### config.mk
export PLATFORM = sky130hd
export DESIGN_NAME = fc_stream_arbiter
export DESIGN_NICKNAME = d
export VERILOG_FILES = /design/src/rtl/fc_stream_arbiter.sv
export SDC_FILE = /design/constraint.sdc
export NUM_CORES = 1
export LEC_CHECK = 0
export BUFFER_PORTS_ARGS = -buffer_cell sky130_fd_sc_hd__buf_2
export CAP_MARGIN = 15
export CORE_MARGIN = 2
export CORE_UTILIZATION = 33
export DETAILED_ROUTE_END_ITERATION = 7
export GPL_TIMING_DRIVEN = 0
export HOLD_SLACK_MARGIN = 0.02
export PLACE_DENSITY = 0.8
export REMOVE_ABC_BUFFERS = 1
export SLEW_MARGIN = 20
export SYNTH_ARGS = -nofsm -noshare
export SYNTH_HDL_FRONTEND = slang
export SYNTH_SLANG_ARGS = --single-unit
### constraint.sdc
create_clock -name clk -period 1.6 [get_ports clk]
set_input_delay 0.32 -clock clk [delete_from_list [all_inputs] [get_ports clk]]
set_output_delay 0.32 -clock clk [all_outputs]
set_load 0.05 [all_outputs]
### src/rtl/fc_stream_arbiter.sv
// Two-channel arbiter sharing one fully connected layer at vector granularity.
// Optional build macro: FC_ARB_FIXED_PRIORITY_EN (channel 0 always wins ties).
//
// state  | meaning
// IDLE   | no owner; arbitrate among requesters with valid high
// FEED   | granted channel streams N elements into the layer
// DRAIN  | layer streams M results back to the granted channel
module fc_stream_arbiter #(
  parameter int M = 4,
  parameter int N = 4,
  parameter int T = 16
) (
  input  logic         clk,
  input  logic         reset,
  input  logic         req0_valid,
  output logic         req0_ready,
  input  logic [T-1:0] req0_data,
  input  logic         req1_valid,
  output logic         req1_ready,
  input  logic [T-1:0] req1_data,
  output logic         resp0_valid,
  input  logic         resp0_ready,
  output logic [T-1:0] resp0_data,
  output logic         resp1_valid,
  input  logic         resp1_ready,
  output logic [T-1:0] resp1_data,
  output logic         layer_in_valid,
  input  logic         layer_in_ready,
  output logic [T-1:0] layer_in_data,
  input  logic         layer_out_valid,
  output logic         layer_out_ready,
  input  logic [T-1:0] layer_out_data,
  output logic         grant_id,
  output logic         busy,
  output logic         proto_err
);

  localparam int ICW = (N > 1) ? $clog2(N) : 1;
  localparam int OCW = (M > 1) ? $clog2(M) : 1;

  typedef enum logic [1:0] {S_IDLE, S_FEED, S_DRAIN} state_t;

  state_t         state_q, state_d;
  logic           grant_q, grant_d;
  logic           last_q, last_d;
  logic [ICW-1:0] in_cnt_q, in_cnt_d;
  logic [OCW-1:0] out_cnt_q, out_cnt_d;
  logic           err_q, err_d;
  logic           in_hs, out_hs;

  always_ff @(posedge clk) begin
    if (reset) begin
      state_q   <= S_IDLE;
      grant_q   <= 1'b0;
      last_q    <= 1'b1;
      in_cnt_q  <= '0;
      out_cnt_q <= '0;
      err_q     <= 1'b0;
    end else begin
      state_q   <= state_d;
      grant_q   <= grant_d;
      last_q    <= last_d;
      in_cnt_q  <= in_cnt_d;
      out_cnt_q <= out_cnt_d;
      err_q     <= err_d;
    end
  end

  always_comb begin
    state_d         = state_q;
    grant_d         = grant_q;
    last_d          = last_q;
    in_cnt_d        = in_cnt_q;
    out_cnt_d       = out_cnt_q;
    req0_ready      = 1'b0;
    req1_ready      = 1'b0;
    resp0_valid     = 1'b0;
    resp1_valid     = 1'b0;
    resp0_data      = '0;
    resp1_data      = '0;
    layer_in_valid  = 1'b0;
    layer_in_data   = '0;
    layer_out_ready = 1'b0;
    in_hs           = 1'b0;
    out_hs          = 1'b0;

    case (state_q)
      S_IDLE: begin
        if (req0_valid | req1_valid) begin
          if (req0_valid & req1_valid) begin
`ifdef FC_ARB_FIXED_PRIORITY_EN
            grant_d = 1'b0;
`else
            grant_d = ~last_q;
`endif
          end else begin
            grant_d = req1_valid;
          end
          in_cnt_d  = '0;
          out_cnt_d = '0;
          state_d   = S_FEED;
        end
      end
      S_FEED: begin
        if (grant_q) begin
          layer_in_valid = req1_valid;
          layer_in_data  = req1_data;
          req1_ready     = layer_in_ready;
        end else begin
          layer_in_valid = req0_valid;
          layer_in_data  = req0_data;
          req0_ready     = layer_in_ready;
        end
        in_hs = layer_in_valid & layer_in_ready;
        if (in_hs) begin
          if (in_cnt_q == ICW'(N - 1)) begin
            in_cnt_d = '0;
            state_d  = S_DRAIN;
          end else begin
            in_cnt_d = in_cnt_q + 1'b1;
          end
        end
      end
      S_DRAIN: begin
        if (grant_q) begin
          resp1_valid     = layer_out_valid;
          resp1_data      = layer_out_data;
          layer_out_ready = resp1_ready;
        end else begin
          resp0_valid     = layer_out_valid;
          resp0_data      = layer_out_data;
          layer_out_ready = resp0_ready;
        end
        out_hs = layer_out_valid & layer_out_ready;
        if (out_hs) begin
          if (out_cnt_q == OCW'(M - 1)) begin
            out_cnt_d = '0;
            last_d    = grant_q;
            state_d   = S_IDLE;
          end else begin
            out_cnt_d = out_cnt_q + 1'b1;
          end
        end
      end
      default: state_d = S_IDLE;
    endcase

    // Any result offered by the layer while we are not draining is a protocol breach.
    err_d = err_q | (layer_out_valid & (state_q != S_DRAIN));
  end

  assign grant_id  = grant_q;
  assign busy      = (state_q != S_IDLE);
  assign proto_err = err_q;

endmodule

* After elaboration in Yosys (flattened, before gate mapping)
Cells that the tools add are included.
Word-level totals: input port bits 56, register bits after elaboration 9, output and inout bits 57, logic and storage cells 68
Cells by class: reductions and logical operators 9, bitwise logic cells 7, $add $sub $neg 2, equal/unequal tests 10, mux-type cells 34
Operators by type and width (number):
- 2-to-1 mux 16 bit | 6
- 2-to-1 mux 2 bit | 10
- 2-to-1 mux 1 bit | 15
- inequality test 2 bit, second input constant | 6
- AND reduction 3 bit | 3
- one-hot mux 2 bit (2 select lines) | 2
- equality test 2 bit, second input constant | 3
- one-hot mux 2 bit (3 select lines) | 1
- nonzero test 2 bit | 3
- AND reduction 5 bit | 1
- adder 2 x 1 -> 2 bit, second input constant | 2
- bitwise AND 1 bit | 4
- equality test 2 x 1 -> 1 bit, second input constant | 1
- logical NOT 2 bit | 1
- OR 1 bit | 2
- AND reduction 2 bit | 1
- NOT 1 bit | 1

* Depth between registers and ports, before layout
word-level depth 5, mapped depth 5, gate-level depth less buffers 4

* Worst setup path after synthesis
No wires, ideal clock.
path type flip-flop to output port, from register grant_q, in the netlist grant_id, to output port req1_ready, stages on the path, launching flop included 4, required time 1280 ps, arrival time 2133 ps, setup slack -853 ps, cell sequence dfxtp_1 buf_4 inv_2 nor3_1
On the way: longest elaborated chain between the ends 2
Ends and longest elaborated chain:
- start, declared | line 44 | logic grant_q, grant_d;
- start signal, assigned | line 61 | grant_q <= grant_d;
- 2-to-1 mux 1 bit | line 105 | if (grant_q) begin
- 2-to-1 mux 1 bit | line 87 | case (state_q)
- end, declared | line 19 | output logic req1_ready,
Every way passes these cells.

* Worst setup path in the final report
from register state_q[0], to output port resp1_data[13]
On the way: longest elaborated chain between the ends 2
Ends and longest elaborated chain:
- start, declared | line 43 | state_t state_q, state_d;
- start signal, assigned | line 60 | state_q <= state_d;
- equality test 2 bit | line 87
- 2-to-1 mux 16 bit | line 87
- end, declared | line 26 | output logic [T-1:0] resp1_data,
Every way passes these cells.

==> flow_summary.json <==
{
  "layout_common_cells": "59 x buf_2, 33 x buf_6, 20 x and2_4, 20 x nor2_1, 20 x buf_8",
  "critPathKind": "reg -> out",
  "irDropWorstVdd_mv": 0.487,
  "core_sq_mm": 0.00276,
  "final_nets": 315,
  "rows": 19,
  "power_mw": 0.890,
  "clk_latency_ns": 0.27,
  "path_delay_family": "simple AND/OR/NAND/NOR gates",
  "drt-total-wl_um": 4040,
  "synth-seq-cells": 9,
  "via_per_inst": 4.90,
  "maxCapViolations": 0,
  "grt_start_max_net_pins": 23,
  "overflow": 0,
  "worst_slack_ns": -0.0926,
  "drc_errors": 0,
  "fin_crit_ns": 1.69,
  "rsz0062_at_grt": "yes",
  "dr.pass1.iters": 4,
  "final_common_cell": "buf_2",
  "antennaDiodeCount": 0,
  "initial_core_util_pct": 35.0,
  "dp_slack_ns": -0.891,
  "dp.final_hpwl_um": 2370,
  "synth_warnings": 0,
  "status": "finished with violations",
  "die_area_sq_mm": 0.00337,
  "antenna_found_initial": 0,
  "htreeDepth": 1,
  "reg2reg_from": "grant_id$_SDFFE_PP0P_",
  "postLayoutCoreUtil_pct": 79.6,
  "endpoint": "resp1_data[13]",
  "min_path_type": "in -> reg",
  "cp.arrival_ns": 1.37,
  "yosysTopAreaCell": "and2_1",
  "required_ns": 1.28,
  "cp.depth": 5,
  "worst_pin_slew_ns": 0.381,
  "syn_area_sq_um": 965,
  "syn2layout_area_growth_pct": 128,
  "critPathSlowestCell": "dfxtp_2",
  "gp_congestion": 0.684,
  "cp_cell_sequence": "nand2b_4, nor2_4, buf_4, and2_1, buf_6",
  "rrSetupSlack_ns": 0.01,
  "finalSetupViolCount": 40,
  "clock_sinks": 9,
  "vias": 1407,
  "ys_types": 26,
  "max_stage_delay_ns": 0.33,
  "seq_area_sq_um": 186,
  "rr_worst_depth": 5,
  "cts-root-buf": "clkbuf_4",
  "hold_buffers": 0,
  "cp_max_fo": 6,
  "syn_inst": 133,
  "grt_pass1_wl_um": 5850,
  "path_buf_inv": 2,
  "syn_avg_cell_area_sq_um": 7.25,
  "io_buffers": 112,
  "fin_worst_skew_ns": 0.00564,
  "numCtsBuffers": 3,
  "cts_tree": "done",
  "io_pins": 113,
  "die_x_um": 58.1,
  "max_freq_ghz": 0.591,
  "fillers": 190,
  "ant_nets": 0,
  "yosysTopAreaCellShare_pct": 22.0,
  "cellLeakagePower_nw": 1.06,
  "clockBufferDepth": 2,
  "synthTopCellsByArea": "and2_1 22%, mux2i_1 21%, dfxtp_1 19%, nor2_1 8.2%, or3_1 3.2%",
  "drive_gt1_share_pct": 63.7,
  "avgRoutedWirePerCell_um": 14.1,
  "grt_pass1_vias": 1321,
  "fin_crit_sh_pct": 106,
  "worstHoldStart": "req1_valid",
  "r2r_end": "last_q$_SDFFE_PP1P_",
  "grt_usage_pct": 21.4,
  "drt_iter0_drc": 54,
  "violations": "negative setup slack",
  "hold_violations": 0,
  "whs_ns": 0.334,
  "multi_input_area_sq_um": 840,
  "crit_path_end_kind": "output pin",
  "clk_pin_slew_ns": 0.06,
  "synth_seq_area_share_pct": 18.7,
  "crit_start": "state_q[0]$_SDFFE_PP0P_",
  "report.final.slew_viol_count": 0,
  "die_h_um": 58.1,
  "relSlewSlack_pct": 74.6,
  "startpoint_type": "flop",
  "p_per_area_mw_per_mm2": 405
}
cells in the mapped netlist, drive strengths merged:
cell type	number
nor4	1
mux2i	20
nor3	2
buf	4
nand2	5
o31a	1
o211ai	2
and2	34
a21oi	4
dfxtp	9
or3	5
a21o	1
o21bai	2
nor3b	1
nand3	1
ha	2
inv	6
nand2b	2
o21ai	1
nor2	23
clkbuf	4
o32ai	3
state kept, by name, indices dropped and copies added, names as in the netlist:
signal	cells
last_q	1
in_cnt_q	2
state_q	2
grant_id	1
proto_err	1
out_cnt_q	2
per-stage QoR:
stage	setup TNS (ns)	instances	instance area [sq um]
2_1_floorplan	-46.06	125	926
3_3_place_gp	-35.20	268	1530
3_5_place_dp	-34.49	268	1530
4_1_cts	-1.63	283	2080
5_1_grt	-4.51	287	2200
6_report	-1.94	287	2200
tightest hold or removal path: stages:
cell and delay [ns]:
buf_2 0.12, nand3_1 0.06, a21oi_1 0.05
what timing repair did:
item                                    4_1_cts  5_1_grt
buffers inserted                             10        3
endpoints found under the setup margin       63       54
pin swaps                                    15        2
resized for setup                           140       27
gates cloned                                  1        1
area by class of cell:
class                   count  area share [%]
well taps                  31            1.77
clock buffers               4            1.20
repair buffers            125            49.1
flip-flops and latches      9            8.49
multi-input cells         112            38.2
inverters                   6            1.25
metal layers:
layer / routed length [um] / vias up / GRT usage (%) / share of wire, %
li1: - / 694 / - / -
met1: 1490 / 637 / 23.8 / 37
met2: 2180 / 72 / 42.5 / 54
met3: 328 / 4 / 3.13 / 8.1
met4: 34 / 0 / 3.99 / 0.84
met5: 0 / - / 0 / 0
power breakdown:
group,internal [mW],leakage [nW],switching (mW)
clock,0.0964,0.0150,0.0841
combinational,0.186,0.974,0.282
sequential,0.231,0.0748,0.00985
total,0.514,1.06,0.376
worst min path at each step:
stage                                    endpoint  cells after the start
after floorplan             grant_id$_SDFFE_PP0P_                      1
after global placement       proto_err$_SDFF_PP0_                      2
after detailed placement     proto_err$_SDFF_PP0_                      2
after CTS                 state_q[1]$_SDFFE_PP0P_                      2
after global routing      state_q[1]$_SDFFE_PP0P_                      2
final                       grant_id$_SDFFE_PP0P_                      3
logic make-up (layout without fill, tap and decap cells):
family / Yosys count / after routing / share of synthesized area (%)
buffers and inverters: 14 / 135 / 6.35
adders and majority gates: 2 / 2 / 2.59
and+or+nand+nor: 74 / 76 / 41.5
AOI/OAI and AO/OA: 14 / 14 / 10.1
muxes: 20 / 20 / 20.8
DFF: 9 / 9 / 18.7
Power figures use the tool's default switching activity.
